$ cat src/rtl/jtkunio_colmix_if.sv
`default_nettype none
// ============================================================================
// Module   : jtkunio_colmix_if
// Purpose  : CPU palette bus between the main CPU and the colour mixer.
// Revision : 1.0
// ============================================================================
interface jtkunio_colmix_if;
  logic [8:0] cpu_addr;
  logic       pal_cs;
  logic       cpu_wrn;
  logic [7:0] cpu_dout;
  logic [7:0] cpu_din;

  modport master (output cpu_addr, pal_cs, cpu_wrn, cpu_dout, input  cpu_din);
  modport slave  (input  cpu_addr, pal_cs, cpu_wrn, cpu_dout, output cpu_din);
endinterface
`default_nettype wire

$ cat src/rtl/jtkunio_colmix.sv
`default_nettype none
// ============================================================================
// Module   : jtkunio_colmix
// Purpose  : Layer priority, 256x12 CPU-writable palette and blanked RGB444.
// Revision : 1.0
// ============================================================================
module jtkunio_colmix #(
  parameter SIMFILE_LO = "pal_lo.bin",
  parameter SIMFILE_HI = "pal_hi.bin"
)(
  input  logic                    clk,
  input  logic                    rst_n,
  input  logic                    pxl_cen,
  input  logic                    LHBL,
  input  logic                    LVBL,
  input  logic [4:0]              char_pxl,
  input  logic [5:0]              scr_pxl,
  input  logic [6:0]              obj_pxl,
  input  logic [2:0]              gfx_en,
  jtkunio_colmix_if.slave         cpu,
  output logic [3:0]              red,
  output logic [3:0]              green,
  output logic [3:0]              blue,
  output logic                    LHBL_dly,
  output logic                    LVBL_dly
);

  logic       w_char_op, w_scr_op, w_obj_op;
  logic [7:0] w_idx;
  logic       w_we_rg, w_we_b;
  logic       w_unused;

  logic [7:0] r_pal_idx;
  logic       r_lhbl_d1, r_lvbl_d1;
  logic       r_rd_en;
  logic [7:0] r_mem_rg [0:255];
  logic [3:0] r_mem_b  [0:255];
  logic [7:0] r_cpu_rg;
  logic [3:0] r_cpu_b;
  logic       r_cpu_bank;
  logic [7:0] r_vid_rg;
  logic [3:0] r_vid_b;

  assign w_char_op = (char_pxl[2:0] != 3'd0) & gfx_en[0];
  assign w_scr_op  = (scr_pxl[2:0]  != 3'd0) & gfx_en[1];
  assign w_obj_op  = (obj_pxl[2:0]  != 3'd0) & gfx_en[2];

  always_comb begin
    w_idx = 8'h00;
    if (w_char_op)     w_idx = {3'b000, char_pxl};
    else if (w_obj_op) w_idx = {1'b1, obj_pxl};
    else if (w_scr_op) w_idx = {2'b01, scr_pxl};
  end

  assign w_we_rg  = cpu.pal_cs & ~cpu.cpu_wrn & ~cpu.cpu_addr[8];
  assign w_we_b   = cpu.pal_cs & ~cpu.cpu_wrn &  cpu.cpu_addr[8];
  assign w_unused = ^cpu.cpu_dout[7:4];

  // Both ports sample the array before this edge's write lands, so a
  // colliding read (CPU or video) returns the old entry.
  always_ff @(posedge clk) begin
    if (w_we_rg) r_mem_rg[cpu.cpu_addr[7:0]] <= cpu.cpu_dout;
    if (w_we_b)  r_mem_b[cpu.cpu_addr[7:0]]  <= cpu.cpu_dout[3:0];
    r_cpu_rg   <= r_mem_rg[cpu.cpu_addr[7:0]];
    r_cpu_b    <= r_mem_b[cpu.cpu_addr[7:0]];
    r_cpu_bank <= cpu.cpu_addr[8];
    if (r_rd_en) begin
      r_vid_rg <= r_mem_rg[r_pal_idx];
      r_vid_b  <= r_mem_b[r_pal_idx];
    end
  end

  assign cpu.cpu_din = r_cpu_bank ? {4'b0000, r_cpu_b} : r_cpu_rg;

  // Video read fires once per pixel, on the clk right after pal_idx moves.
  always_ff @(posedge clk or negedge rst_n) begin
    if (!rst_n) begin
      r_pal_idx <= 8'h00;
      r_lhbl_d1 <= 1'b0;
      r_lvbl_d1 <= 1'b0;
      r_rd_en   <= 1'b0;
      red       <= 4'h0;
      green     <= 4'h0;
      blue      <= 4'h0;
      LHBL_dly  <= 1'b0;
      LVBL_dly  <= 1'b0;
    end else begin
      r_rd_en <= pxl_cen;
      if (pxl_cen) begin
        r_pal_idx <= w_idx;
        r_lhbl_d1 <= LHBL;
        r_lvbl_d1 <= LVBL;
        LHBL_dly  <= r_lhbl_d1;
        LVBL_dly  <= r_lvbl_d1;
        if (r_lhbl_d1 & r_lvbl_d1) begin
          red   <= r_vid_rg[3:0];
          green <= r_vid_rg[7:4];
          blue  <= r_vid_b;
        end else begin
          red   <= 4'h0;
          green <= 4'h0;
          blue  <= 4'h0;
        end
      end
    end
  end

endmodule
`default_nettype wire

$ cat src/flat_wrapper.sv
// flat-port wrapper written by rule: the top's interface ports become plain ports
module jtkunio_colmix_flat 
#(
  parameter SIMFILE_LO = "          ",
  parameter SIMFILE_HI = "          "
)
  (clk, rst_n, pxl_cen, LHBL, LVBL, char_pxl, scr_pxl, obj_pxl, gfx_en, red, green, blue, LHBL_dly, LVBL_dly, cpu_cpu_addr, cpu_pal_cs, cpu_cpu_wrn, cpu_cpu_dout, cpu_cpu_din);
  jtkunio_colmix_if cpu_i ();
  input  logic clk;
  input  logic rst_n;
  input  logic pxl_cen;
  input  logic LHBL;
  input  logic LVBL;
  input  logic [4:0] char_pxl;
  input  logic [5:0] scr_pxl;
  input  logic [6:0] obj_pxl;
  input  logic [2:0] gfx_en;
  output logic [3:0] red;
  output logic [3:0] green;
  output logic [3:0] blue;
  output logic LHBL_dly;
  output logic LVBL_dly;
  input wire logic [$bits(cpu_i.cpu_addr)-1:0] cpu_cpu_addr;
  input wire logic [$bits(cpu_i.pal_cs)-1:0] cpu_pal_cs;
  input wire logic [$bits(cpu_i.cpu_wrn)-1:0] cpu_cpu_wrn;
  input wire logic [$bits(cpu_i.cpu_dout)-1:0] cpu_cpu_dout;
  output wire logic [$bits(cpu_i.cpu_din)-1:0] cpu_cpu_din;
  assign cpu_i.cpu_addr = cpu_cpu_addr;
  assign cpu_i.pal_cs = cpu_pal_cs;
  assign cpu_i.cpu_wrn = cpu_cpu_wrn;
  assign cpu_i.cpu_dout = cpu_cpu_dout;
  assign cpu_cpu_din = cpu_i.cpu_din;
  jtkunio_colmix #(.SIMFILE_LO(SIMFILE_LO), .SIMFILE_HI(SIMFILE_HI)) u_core (.clk(clk), .rst_n(rst_n), .pxl_cen(pxl_cen), .LHBL(LHBL), .LVBL(LVBL), .char_pxl(char_pxl), .scr_pxl(scr_pxl), .obj_pxl(obj_pxl), .gfx_en(gfx_en), .cpu(cpu_i), .red(red), .green(green), .blue(blue), .LHBL_dly(LHBL_dly), .LVBL_dly(LVBL_dly));
endmodule
$ cat config.mk
export PLATFORM = sky130hd
export DESIGN_NAME = jtkunio_colmix_flat
export DESIGN_NICKNAME = d
export VERILOG_FILES = /design/src/rtl/jtkunio_colmix_if.sv /design/src/rtl/jtkunio_colmix.sv /design/src/flat_wrapper.sv
export SDC_FILE = /design/constraint.sdc
export NUM_CORES = 2
export LEC_CHECK = 0
export CAP_MARGIN = 20
export CORE_ASPECT_RATIO = 1.25
export CORE_MARGIN = 4
export CORE_UTILIZATION = 45
export DETAILED_ROUTE_END_ITERATION = 7
export GPL_ROUTABILITY_DRIVEN = 0
export PLACE_DENSITY = 0.58
export SLEW_MARGIN = 20
export SYNTH_ARGS = -nofsm -noshare
export SYNTH_HDL_FRONTEND = slang
export SYNTH_SLANG_ARGS = --single-unit
$ cat constraint.sdc
create_clock -name clk -period 6.7 [get_ports clk]
set_input_delay 1.34 -clock clk [delete_from_list [all_inputs] [get_ports clk]]
set_output_delay 1.34 -clock clk [all_outputs]
set_load 0.01 [all_outputs]
# --- Word-level counts from Yosys, hierarchy flattened ---
# Memory sizes are Yosys's and may differ from the RTL's. A register that Yosys moved wholly into a read port is not among the register bits.
# Cells that the tools add are included.
totals:
  in_bits: 45
  wordCells: 35
  register_bits: 26
  ramBits: 3072
  output_inout_bits: 22
  mem_count: 2
memory_table:
  columns: ["name", "words", "word_bits", "read_ports", "rd_ports_with_merged_regs", "wr", "line", "source"]
  rows:
  - ["u_core.r_mem_rg", 256, 8, 2, 2, 1, "jtkunio_colmix.sv:36", "logic [7:0] r_mem_rg [0:255];"]
  - ["u_core.r_mem_b", 256, 4, 2, 2, 1, "jtkunio_colmix.sv:37", "logic [3:0] r_mem_b [0:255];"]
classes:
  mux: 11
  bitwise_logic: 9
  n_reduce_logical: 3
op_table:
  columns: ["cell", "count"]
  rows:
  - ["8-bit two-way mux", 3]
  - ["4-bit two-way mux", 3]
  - ["3-bit nonzero test", 3]
  - ["1-bit bitwise AND", 7]
  - ["7-bit two-way mux", 1]
  - ["1-bit two-way mux", 4]
  - ["1-bit inverter", 2]

# --- Longest topological paths before layout ---
logic_depth:
  depth_word: 5
  mapped_depth: 12
  ltp_nobuf: 6

# --- Worst setup path before layout ---
# Ideal clock, no wire load.
synth_path:
  kind: "input -> register"
  startpoint: "input port cpu_cpu_addr[0]"
  endpoint: "memory u_core.r_mem_rg[101][0], enable pin"
  n_path_buf: 8
  stages: 11
  t_required_ns: 6.330
  path_slack_ns: 2.730
  t_arrival_ns: 3.599
  setup_time_ns: 0.370
  path_cell_list: "buf_6 -> buf_6 -> buf_6 -> buf_4 -> buf_4 -> buf_4 -> buf_4 -> nor2b_1 -> nand2_1 -> clkbuf_1 -> nor2_1"
synth_rtl:
  columns: ["item", "line", "source"]
  rows:
  - ["start: declaration", "flat_wrapper.sv:23", "input wire logic [$bits(cpu_i.cpu_addr)-1:0] cpu_cpu_addr;"]
  - ["end: declaration", "jtkunio_colmix.sv:36", null]
# Straight into the memory's write port.

==> summary.txt <==
Outcome
  • Status: finished clean

GRT
  • GRT Total Usage: 0.3050
  • First-pass GRT wire length: ~700 mm
  • Vias in the first global route: between 80,000 and 90,000
  • Total gr overflow: 0
  • Largest net degree at the start of global routing: between 150 and 200
  • Initial antenna violation count: between 40 and 50

Pwr
  • Pwr per Cell Area: between 200 and 300 nW/µm²
  • P_leak: about 51 nW
  • VDD IR max: 246.9 µV

STA
  • Final hold slack: approximately 0.46 ns
  • Tcrit/Tclk final: 0.7787
  • Worst Skew: just over 0.04 ns
  • Slew @ Worst Pin: about 1.3 ns
  • Max Fclk: about 0.19 GHz
  • Slew HR: 0.1124
  • Setup-failing EPs final: 0
  • Pins over their slew limit: 0
  • Crit path time final: roughly 5.2 ns
  • Hold Vio Cnt, Final: 0
  • RSZ-0062 raised after global routing: false
  • Setup tns final: 0 ns

Clock tree
  • Hold buffer count at cts: 0
  • Setup bufs post-CTS: 0
  • Depth of the CTS H-tree: 5
  • TritonCTS Sinks: about 3,100
  • Clock Latency Late Sink: between 0.8 and 0.9 ns
  • Clock transition at path regs: around 0.06 ns
  • Cts repair resizes: 0
  • Root Buffer: clkbuf_16
  • TritonCTS Buffers: 321
  • Clock tree buffer depth: 4
  • CTS tree: done

Final layout
  • Share of post-route cells with drive strength above 1: 0.3209
  • Design area: approximately 160,000 µm²
  • Multi-input logic area: 49,330 µm²
  • Storage cell area: 93,510 µm²
  • Layout Area Growth over Synthesis: 11.55%
  • Fill cells: about 26,000
  • Nets: 7,495

Synth
  • Syn_nets: approximately 7,400
  • Synth Area per Inst: 19.74 µm²
  • Sequential share of the synthesized area: 0.6419
  • Ys async rst share: 0.008008
  • Distinct cells, synth: 62
  • Yosys Warn Count: 0
  • Syn Inst Count: approximately 7,400
  • Ys flop type: edfxtp_1
  • Number of synthesized flops with an enable pin: approximately 3,100
  • Post-Syn Area: between 100,000 and 150,000 µm²
  • Flops & latches, synth: between 3,000 and 4,000

Floorplan
  • Core area: about 320,000 µm²
  • Row count: around 230
  • Die Wd: 516.8 µm
  • DIE AREA: approximately 330,000 µm²
  • Initial Util: 0.4521
  • I/O pins: 67
  • Die span in y: around 640 µm

Place
  • Port Buffers: 66
  • Dpl hpwl: between 300 and 400 mm
  • Area post-placement: 152,100 µm²

Drt
  • Drt drc: 0
  • Drt pass-1 iters: 6
  • ANT nets after route: 0
  • Detailed router's first-iteration violation count: between 10,000 and 15,000
  • Final WL: slightly above 500 mm
  • Via density: about 7.1
  • Drt wl/cell: about 43 µm
  • Vias: between 80,000 and 90,000

Min path
  • Min-delay worst type: reg -> reg

Setup path
  • Element type at the critical path start: flip-flop
  • Crit. End Element: flip-flop
  • WP data required: just over 7 ns
  • Crit-path max FO: 38
  • Worst reg-to-reg setup slack: around 1.5 ns
  • CP Class: reg -> reg
  • WP data arrival: about 5.7 ns

Flow run
  • Max_cap viols: 0
## critical path, cell delays in order, from the launching register on
cell and delay, ns:
dfrtp_4 0.94, nand2_4 0.81, buf_4 0.52, o221ai_1 0.49, o22ai_1 0.16, nor3_1 0.39
nor3_1 0.23, buf_4 0.19, nor4_1 1.01
## layer usage
layer  track usage  wire length, µm
met5             0              267
met4        0.1518            29780
met3       0.06403            50400
met2        0.4859           247000
met1        0.4000           184100
## cells in the final DEF, fill, tap and decap left out, drive strengths merged, types with 6 or more instances in the layout
| cell | netlist | routed |
|---|---|---|
| edfxtp | 3084 | 3084 |
| mux4 | 1575 | 1575 |
| nor2 | 544 | 544 |
| mux2i | 445 | 445 |
| clkbuf | 270 | 394 |
| buf | 348 | 313 |
| nand2 | 180 | 180 |
| o221ai | 175 | 175 |
| o22ai | 124 | 124 |
| clkinv | 0 | 124 |
| a21oi | 95 | 95 |
| nor3 | 81 | 81 |
| a22oi | 61 | 61 |
| mux2 | 50 | 50 |
| clkdlybuf4s50 | 0 | 50 |
| bufinv | 0 | 34 |
| inv | 22 | 28 |
| diode | 0 | 27 |
| a22o | 27 | 27 |
| o31ai | 27 | 27 |
| nand3 | 26 | 26 |
| a211oi | 25 | 25 |
| dfrtp | 25 | 25 |
| nor4 | 25 | 25 |
| o21ai | 24 | 24 |
| a221oi | 20 | 20 |
| dfxtp | 13 | 13 |
| nor2b | 13 | 13 |
| clkinvlp | 0 | 12 |
| nand4 | 10 | 10 |
| o32ai | 9 | 9 |
| a31oi | 8 | 8 |
| and3 | 6 | 6 |
| and2 | 6 | 6 |
## through the flow
stage	cells	utilization	worst slack [ns]	power [mW]
after floorplan	7378	-	2.730	25.18
after global placement	11350	0.4718	0.6791	27.72
after detailed placement	11360	0.4721	1.039	27.75
after CTS	11920	0.5040	1.847	45.60
after global routing	11930	0.5042	1.726	46.59
final	11950	0.5043	1.482	45.51
## cells in the mapped netlist, types with 9 or more instances
library cell     n  area, µm²
a211oi_1        25      187.7
a21oi_1         95      475.5
a221oi_1        20      175.2
a22o_1          27      236.5
a22oi_1         61      457.9
buf_1           70      262.8
buf_2          152      760.7
buf_4           78      585.6
buf_6           48      540.5
clkbuf_1       270       1013
dfrtp_1         25      625.6
dfxtp_1         13      260.3
edfxtp_1      3084      92610
inv_1           19      71.32
mux2_2          50      563.0
mux2i_1        445       4454
mux4_2        1575      35470
nand2_1        180      675.7
nand3_1         26      130.1
nand4_1         10      62.56
nor2_1         544       2042
nor2b_1         13      81.33
nor3_1          81      405.4
nor4_1          25      156.4
o21ai_0         24      120.1
o221ai_1       175       1533
o22ai_1        124      775.7
o31ai_1         27      202.7
o32ai_1          9      78.83
## final timing paths
check / to / start / depth (start not counted)
max reg2reg: u_core.r_vid_rg[4]$_DFFE_PP_ / u_core.r_pal_idx[2]$_DFFE_PN0P_ / 8
min in group asynchronous: u_core.r_lhbl_d1$_DFFE_PN0P_ / rst_n / 2
max in group asynchronous: u_core.r_pal_idx[0]$_DFFE_PN0P_ / rst_n / 2
min reg2reg: u_core.red[1]$_DFFE_PN0P_ / u_core.r_vid_rg[1]$_DFFE_PP_ / 2
max: u_core.r_vid_rg[4]$_DFFE_PP_ / u_core.r_pal_idx[2]$_DFFE_PN0P_ / 8
min: u_core.red[1]$_DFFE_PN0P_ / u_core.r_vid_rg[1]$_DFFE_PP_ / 2
## final cells by class
type / count / share of cell area
multi-input combinational: 3616 / 0.3037
inverter: 22 / 0.0006469
tap: 4230 / 0.03258
timing repair buffer: 367 / 0.02386
clock inverter: 176 / 0.01070
clock buffer: 390 / 0.05259
antenna: 27 / 0.0004159
sequential: 3122 / 0.5756
## kinds of logic after synthesis
family / Yosys count / share of synthesized area
AOI/OAI and AO/OA: 614 / 0.03065
buffers and inverters: 640 / 0.02228
DFF: 3122 / 0.6419
muxes: 2070 / 0.2780
and+or+nand+nor: 932 / 0.02713
## power breakdown
part | switching, mW | internal, mW | total, mW
Clock | 7.73 | 10.4 | 18.1
Combinational | 3.59 | 2.19 | 5.78
Sequential | 0.103 | 21.5 | 21.6
## state kept, by name, indices dropped and copies added (netlist names)
register,count
u_core.r_lhbl_d1,1
u_core.r_vid_b,4
u_core.LHBL_dly,1
u_core.r_mem_b,1024
u_core.r_mem_rg,2048
u_core.r_cpu_b,4
u_core.r_vid_rg,8
u_core.blue,4
u_core.green,4
u_core.LVBL_dly,1
u_core.r_lvbl_d1,1
u_core.r_cpu_bank,1
u_core.r_rd_en,1
u_core.r_pal_idx,8
u_core.r_cpu_rg,8
u_core.red,4
(Power assumes the default switching activity.)
